[src/rtl/nib_seq_chk_sat_counter.sv]
// sat_counter: up-counter that sticks at all-ones, with synchronous clear
module sat_counter #(
  parameter int W = 8
) (
  input  logic         clk,
  input  logic         reset,
  input  logic         inc,
  input  logic         clr,
  output logic [W-1:0] count
);
  always_ff @(posedge clk or posedge reset)
    if (reset) count <= '0;
    else if (clr) count <= '0;
    else if (inc && count != '1) count <= count + 1'b1;
endmodule

[config.mk]
export PLATFORM = sky130hd
export DESIGN_NAME = sat_counter
export DESIGN_NICKNAME = d
export VERILOG_FILES = /design/src/rtl/nib_seq_chk_sat_counter.sv
export SDC_FILE = /design/constraint.sdc
export NUM_CORES = 1
export LEC_CHECK = 0
export CORE_AREA = 2 2 39 41
export CTS_CLUSTER_DIAMETER = 60
export DETAILED_ROUTE_END_ITERATION = 8
export DIE_AREA = 0 0 41 43
export GPL_TIMING_DRIVEN = 0
export HOLD_SLACK_MARGIN = 0.06
export PLACE_DENSITY = 0.66
export REMOVE_ABC_BUFFERS = 1
export SLEW_MARGIN = 20
export SYNTH_ARGS = -nofsm -noshare
export SYNTH_HDL_FRONTEND = slang
export SYNTH_SLANG_ARGS = --single-unit
[constraint.sdc]
create_clock -name clk -period 1.5 [get_ports clk]
set_clock_uncertainty 0.05 [all_clocks]
set_input_delay 0.225 -clock clk [delete_from_list [all_inputs] [get_ports clk]]
set_output_delay 0.225 -clock clk [all_outputs]
set_load 0.01 [all_outputs]
==> flow_summary.yaml <==
layout:
  finalInstanceArea_um2: 701
  largest_reg_flops: 8
  utilization_pct: 50.6
  area_growth_syn_to_layout_pct: 39.0
  nNetsFinal: 73
  drive_above_1_share_pct: 33.3
  diodes: 0
  top_regs: "count (8)"
  regMostFlops: "count"
floorplanning:
  initial_utilization_pct: 36.4
  ios: 12
  die_x_um: 41
  die_area_mm2: 0.00176
  die_h_um: 43
  rows: 14
  core_mm2: 0.00138
synth:
  synth.distinct_cells: 25
  ys_warn_count: 0
  synth_top_area_share_pct: 39.7
  syn_inst: 49
  seq_area_frac_synth_pct: 39.7
  synth.avg_cell_area_um2: 10.3
  synth_area_um2: 504
  ys_seq_elements: 8
  synth_top_cell_by_area: "dfrtp_1"
  ys_top_cells_by_area: "dfrtp_1 (40%), mux2_4 (12%), nor2b_1 (5.0%), a21oi_2 (3.5%), nand2_1 (3.0%)"
setup_path:
  cp_max_fo: 5
  arrival_ns: 1.61
  critPathCaptureType: "flop"
  cp-start-kind: "flop"
  r2r_slack_ns: -0.007
  critical_path_class: "reg -> reg"
  rr_startpoint: "count[0]"
  r2r_cells: 4
  crit_required_ns: 1.60
  reg2reg_to: "count[5]"
drt:
  postRouteAntennaNets: 0
  drtPass1Iterations: 5
  drc: 0
  routed_wl_mm: 1.10
  wl_per_cell_um: 13.4
  vias_per_cell: 5.26
  dr_total_vias: 431
  drtIter0Drc: 10
global_routing:
  grt_pass1_vias: 382
  grt_start_max_net_pins: 11
  grt-ovfl-total: 0
  antenna_found_initial: 0
  grtUsageTotal_pct: 13.9
  grt_util_met3_pct: 3.14
  use_met2_pct: 19.1
  gr-usage-met1_pct: 20.3
  grt_pass1_wl_mm: 1.66
  grt-busiest-layer: "met1"
timing:
  worst_pin_slew_ns: 0.329
  setup_ws_ns: -0.00744
  rsz0062_at_grt: "true"
  period_share_pct: 100
  fin_crit_ns: 1.51
  drv_slew: 0
  hold_viol: 0
  holdWs_ns: 0.153
  slew_headroom_pct: 78.0
  clock.fmax_mhz: 663
  setup_viol: 1
cts:
  clkTransAtPathRegs_ns: 0.06
  cts_tree: "done"
  cts_root_buffer: "clkbuf_4"
  ctsHoldBuffers: 0
  clkLatencyLatePin_ns: 0.26
  clock_path_buffers: 2
  cts_buffers: 3
  cts_max_level: 1
  cts_sinks: 8
power_and_ir_drop:
  leakagePower_nw: 0.334
  p_total_mw: 0.458
  powerDensity_mw_per_mm2: 653
  peakVddDrop_mv: 0.543
placed_design:
  place_area_um2: 619
  place.gp.congestion: 0.702
  place_ws_ns: -0.274
  dp_hpwl_um: 723
  port_buffers: 11
worst_hold_path:
  hp-class: "in -> async"
outcome:
  violations: "negative setup slack"
  outcome: "complete, but fails checks"
flow_run:
  drv_cap: 0
-- metal layers --
layer | part of all wire, % | vias to the layer above
li1 | - | 211
met1 | 46 | 207
met2 | 47 | 11
met3 | 5.0 | 2
met4 | 1.8 | 0
met5 | 0 | -
-- worst max path at each step --
stage | startpoint | to | slack (ns)
floorplan | count[0] | count[5] | -0.14
global placement | inc | count[5] | -0.27
detailed placement | inc | count[5] | -0.27
CTS | count[0] | count[5] | -0.01
global route | count[5] | count[5] | -0.05
finish | count[0] | count[5] | -0.007
-- where the power goes --
group	total, mW	switching [mW]	internal (mW)
Sequential	0.230	0.00834	0.222
Combinational	0.0535	0.0252	0.0283
Clock	0.174	0.0817	0.0921
Total	0.458	0.115	0.342
-- timing repair --
action                     in CTS  in global routing
setup endpoints to repair       9                  3
buffers inserted                4                  1
gates resized for setup         8                  3
gates cloned                    0                  0
pin swaps                       4                  1
-- placed cells by master, fill, tap and decap left out, types with 2 or more instances in the layout --
cell type and n:
clkdlybuf4s50_1 7, a21oi_2 2, nand2_1 4, dfrtp_2 3, dfrtp_1 5, inv_1 2, nand4_1 2, nand3_1 2
buf_4 5, mux2_4 4, nor2b_1 4, clkbuf_4 3, dlygate4sd2_1 3, a21oi_1 2, nor2_1 4
-- synthesized netlist by cell type --
| cell type | n |
|---|---|
| clkbuf_1 | 1 |
| and2b_1 | 1 |
| o311a_1 | 1 |
| nand2b_1 | 1 |
| nand2_1 | 4 |
| nand4b_1 | 1 |
| mux2i_1 | 1 |
| nor3_1 | 1 |
| dfrtp_1 | 8 |
| mux2_4 | 4 |
| nor2b_1 | 4 |
| o211a_1 | 1 |
| ha_1 | 1 |
| and4_1 | 1 |
| a211oi_2 | 1 |
| nor2_1 | 4 |
| nand3_1 | 2 |
| and3_1 | 1 |
| o21bai_1 | 1 |
| a21boi_2 | 1 |
| buf_6 | 1 |
| a21oi_2 | 2 |
| inv_1 | 2 |
| a21oi_1 | 2 |
| nand4_1 | 2 |
-- cell families (layout without fill, tap and decap cells) --
logic type	Yosys count	in the layout	share of synthesized area, %
AOI/OAI and AO/OA	9	9	15.6
muxes	5	5	13.9
buffers and inverters	4	21	4.47
adders and majority gates	1	1	2.48
and+or+nand+nor	22	22	23.8
DFF	8	8	39.7
-- cell type report --
cell class              count  area (um^2)
multi-input cells          37          300
fillers                   132          683
well taps                  16         20.0
repair buffers             16          146
clock buffers               3         22.5
inverters                   2         7.51
flip-flops and latches      8          204
-- worst max-delay path, cell delays in order (launching register included) --
cell	delay, ns
dfrtp_2	0.44
ha_4	0.19
and3_4	0.19
a211oi_2	0.21
mux2_4	0.32
-- per-stage QoR --
step,TNS (ns),instances
floorplan,-0.262,47
global placement,-0.634,74
detailed placement,-0.684,74
CTS,-0.0101,81
global route,-0.0592,82
finish,-0.00744,82
Note: power is estimated with default switching activity, not from simulation.
==> RTL edit 1 (config.mk and constraints unchanged) <==
Change the parameter `W` from 8 to 10.
--- a/src/rtl/nib_seq_chk_sat_counter.sv
+++ b/src/rtl/nib_seq_chk_sat_counter.sv
@@ -2,3 +2,3 @@
 module sat_counter #(
-  parameter int W = 8
+  parameter int W = 10
 ) (
Interface: changed (resized count); port bits go from 12 to 14. The function was not compared with the original's and may differ.
==> RTL edit 1 against the unedited design <==
  * Area after synthesis is 31% higher
  * Design area increased by 26%
  * Critical path type unchanged
  * Highest routed layer unchanged
  * Routed wire length rose by 43%
  * Sequential share of layout area decreased by 0.21 points
  * Via count up 45%
  * Setup slack better by 40 ps
  * Power is 31% higher
  * Sequential cell count rose by 2
==> RTL edit 1: results (changes against the unedited design) <==
Tightest Pin Transition - 454 ps (+125 ps)
IO Port Bufs - 13 (+2)
n_diodes - 0 (unchanged)
DRT Pass-1 Iters - 4 (-1)
Critical R2R Capture - count[0]$_DFFE_PP0P_
Pint - 0.440 mW (+29%)
first-pass GRT wire length - 2520 um (+52%)
Iter 0 DRT Violations - 18 (+8)
initial antenna violation count - 0 (unchanged)
Nets - 93 (+27%)
crit-path max FO - 4 (-1)
placed cell area - 757 um^2 (+22%)
routed wire length - 1560 um (+43%)
CTS clk-pin slew, worst paths - 60 ps (about the same)
R2R Setup Slk - 30 ps (+40 ps)
biggest regs - count (10)
Area contributors post-synth - dfrtp_1 (38%), a211oi_1 (5.7%), and4_1 (5.3%), buf_6 (5.1%), a21oi_1 (3.8%)
number of global-route vias before repair - 554 (+45%)
final RePlAce weighted congestion - 0.701 (about the same)
CP arrival - 1550 ps (-60 ps)
Synth async-reset ratio - 100% (unchanged)
share of layout cells above drive strength 1 - 33.7% (+0.39 points)
Filler cells - 133 (+0.76%)
Vias per Instance - 6.15 (+17%)
ys flop type - dfrtp_1
synth unique cells - 31 (+24%)
outcome - completed
Total GRT Usage - 21.4% (+7.5 points)
synth cell count leaders - dfrtp_1 (10), a211oi_1 (5), a21oi_1 (5)
largest net degree at the start of global routing - 14 (+3)
cell with the most instances after synthesis - dfrtp_1
Leakage - 0.452 nW (+35%)
maximum VDD drop - 0.566 mV (+4.2%)
Post-DP HPWL - 973 um (+35%)
sequential-to-total area share from yosys stat - 38.0% (-1.8 points)
[RTL edit 1: what timing repair did]
item,CTS,global route
setup buffers,7,2
resized for setup,11,8
endpoints found under the hold margin,0,0
endpoints found under the setup margin,11,8
hold buffers,0,0
pin swaps,0,1
[RTL edit 1: cell type report]
type / count / share of cell area, %
Clock buffer: 3 / 2.55
Tap cell: 16 / 2.27
Timing Repair Buffer: 22 / 22.9
Multi-Input combinational cell: 48 / 42.1
Inverter: 3 / 1.27
Sequential cell: 10 / 28.9
[RTL edit 1: per-stage QoR]
stage	TNS, ps	hold WS (ps)	setup WS [ps]	cells	utilization [%]
6_report	0	201	32.9	102	63.8
3_5_place_dp	-1700	482	-347	90	54.7
5_1_grt	0	242	10.6	102	63.8
3_3_place_gp	-1500	482	-353	90	54.7
4_1_cts	0	200	17.2	100	61.1
2_1_floorplan	-10.8	15.2	-10.8	61	-
[RTL edit 1: how the worst max path moves through the flow]
stage	start	to	slack (ps)
floorplan	count[0]$_DFFE_PP0P_	count[8]$_DFFE_PP0P_	-10
global placement	clr	count[0]$_DFFE_PP0P_	-350
detailed placement	clr	count[0]$_DFFE_PP0P_	-350
CTS	count[8]$_DFFE_PP0P_	count[8]	20
global route	count[0]$_DFFE_PP0P_	count[0]$_DFFE_PP0P_	10
finish	count[0]$_DFFE_PP0P_	count[0]$_DFFE_PP0P_	30
[RTL edit 1: worst max-delay path: stages (launching register included)]
cell and delay [ps]:
dfrtp_2 440, buf_4 140, nor2b_1 140, and4_4 210, or3_1 360
[RTL edit 1: layer usage]
layer / GRT usage, % / wire (um)
met1: 28.7 / 673
met2: 32.5 / 785
met3: 1.57 / 87
met4: 12.0 / 19
met5: 0 / 0
[RTL edit 1: power groups by stage]
stage	Combinational [mW]	Clock (mW)	Sequential, mW
3_5_place_dp	0.108	0	0.302
2_1_floorplan	0.0503	0	0.306
3_3_place_gp	0.106	0	0.303
5_1_grt	0.140	0.208	0.303
6_report	0.124	0.177	0.301
4_1_cts	0.112	0.184	0.300
[RTL edit 1: cells by family (layout without fill, tap and decap cells)]
logic type,count (synthesis),in the layout,synth area share [%]
and+or+nand+nor,27,27,28.7
AOI/OAI and AO/OA,19,19,20.1
DFF,10,10,38.0
buffers and inverters,10,28,9.68
adders and majority gates,1,1,1.90
muxes,1,1,1.71
==> RTL edit 2 (same settings) <==
Made on the original files. Make the reset (`reset`) synchronous in one clocked block.
--- a/src/rtl/nib_seq_chk_sat_counter.sv
+++ b/src/rtl/nib_seq_chk_sat_counter.sv
@@ -10,3 +10,3 @@
 );
-  always_ff @(posedge clk or posedge reset)
+  always_ff @(posedge clk)
     if (reset) count <= '0;
Function: differs if reset is asserted again (counterexample within 4 cycles, from zero or initial values and one cycle with reset high); with reset held inactive, the same outputs for 10 cycles.
==> RTL edit 2 against the unedited design <==
  * Setup slack better by 54 ps
  * Sequential cell count unchanged
  * Routed wire length decreased by 7.2%
  * Non-clock buffer count fell by 5
  * Power decreased by 8.5%
  * Area after synthesis decreased by 14%
  * Design area down 15%
  * Largest power group unchanged
==> RTL edit 2: results (changes against the unedited design) <==
outcome - completed
Leakage - 0.250 nW (-25%)
combinational share of power - 7.2% (-4.5 points)
slowest cell on the critical path - clkdlybuf4s50_1
Iter 0 DRT Violations - 8 (-2)
CTS clk-pin slew, worst paths - 60 ps (about the same)
Filler cells - 141 (+6.8%)
R2R Setup Slk - 50 ps (+50 ps)
CP arrival - 1180 ps (-430 ps)
Worst Hold End - count[0]$_SDFFE_PP0P_
crit share post-route - 96.9% (-3.6 points)
synth cell count leaders - dfxtp_1 (8), nand2_1 (6), a21oi_1 (4), mux2i_1 (4)
final RePlAce weighted congestion - 0.683 (-2.6%)
Seq. pwr - 0.217 mW (-6%)
Hold WS - 440 ps (+287 ps)
crit-path max FO - 4 (-1)
first-pass GRT wire length - 1700 um (+2.1%)
number of global-route vias before repair - 374 (-2.1%)
CP Capture Point - count[1]
Critical R2R Capture - count[6]$_SDFFE_PP0P_
share of layout cells above drive strength 1 - 21.7% (-12 points)
Synth Instances - 47 (-4.1%)
total power - 0.419 mW (-8.5%)
Post-DP HPWL - 702 um (-3.0%)
post-cts resize count - 5 (-3)
Cell Count Post-Placement - 73 (-1.4%)
Nets - 67 (-8.2%)
CP peak stage delay - 550 ps (+110 ps)
sequential-to-total area share from yosys stat - 36.8% (-2.9 points)
largest net degree at the start of global routing - 9 (-2)
synth unique cells - 21 (-16%)
CP Class - reg2out
switching power - 0.0974 mW (-16%)
Max transition margin - 68.4% (-9.6 points)
Ys Warns - 0 (unchanged)
vias - 411 (-4.6%)
Vias per Instance - 5.41 (+2.9%)
Area contributors post-synth - dfxtp_1 (37%), mux2i_1 (9.2%), a2111oi_4 (6.3%), nand2_1 (5.2%), a21oi_1 (4.6%)
DRT Pass-1 Iters - 4 (-1)
maximum VDD drop - 0.326 mV (-40%)
placed cell area - 558 um^2 (-9.9%)
Worst Hold Class - reg2reg
Setup Viol. Count Final - 0 (-1)
dpl ws - -185 ps (+88.9 ps)
routed wire length - 1020 um (-7.2%)
Total GRT Usage - 14.5% (+0.55 points)
setup bufs post-CTS - 0 (-4)
worst r2r src - count[1]$_SDFFE_PP0P_
Synth async-reset ratio - 0% (-100 points)
critical path's top delay family - buffers and inverters
RTL edit 2: logic make-up after synthesis:
| kind of cell | after synthesis | synth area share, % |
|---|---|---|
| adder cells (fa/ha/maj) | 1 | 2.87 |
| buffers and inverters | 2 | 2.59 |
| multiplexers | 4 | 9.20 |
| AND/OR/NAND/NOR | 22 | 29.0 |
| AO/OA/AOI/OAI | 10 | 19.5 |
| flip-flops | 8 | 36.8 |
RTL edit 2: layer usage:
metal	up-vias	global-route usage, %	wire length (um)
li1	206	-	-
met4	0	12.0	14
met1	197	19.1	475
met2	6	19.1	499
met3	2	3.14	25
met5	-	0	0
RTL edit 2: final cells by class:
| cell class | instances | area [um^2] | area share [%] |
|---|---|---|---|
| multi-input combinational | 37 | 272 | 45.4 |
| sequential | 8 | 166 | 27.8 |
| timing repair buffer | 11 | 114 | 19.0 |
| clock buffer | 3 | 22.5 | 3.77 |
| tap | 16 | 20.0 | 3.35 |
| inverter | 1 | 3.75 | 0.628 |
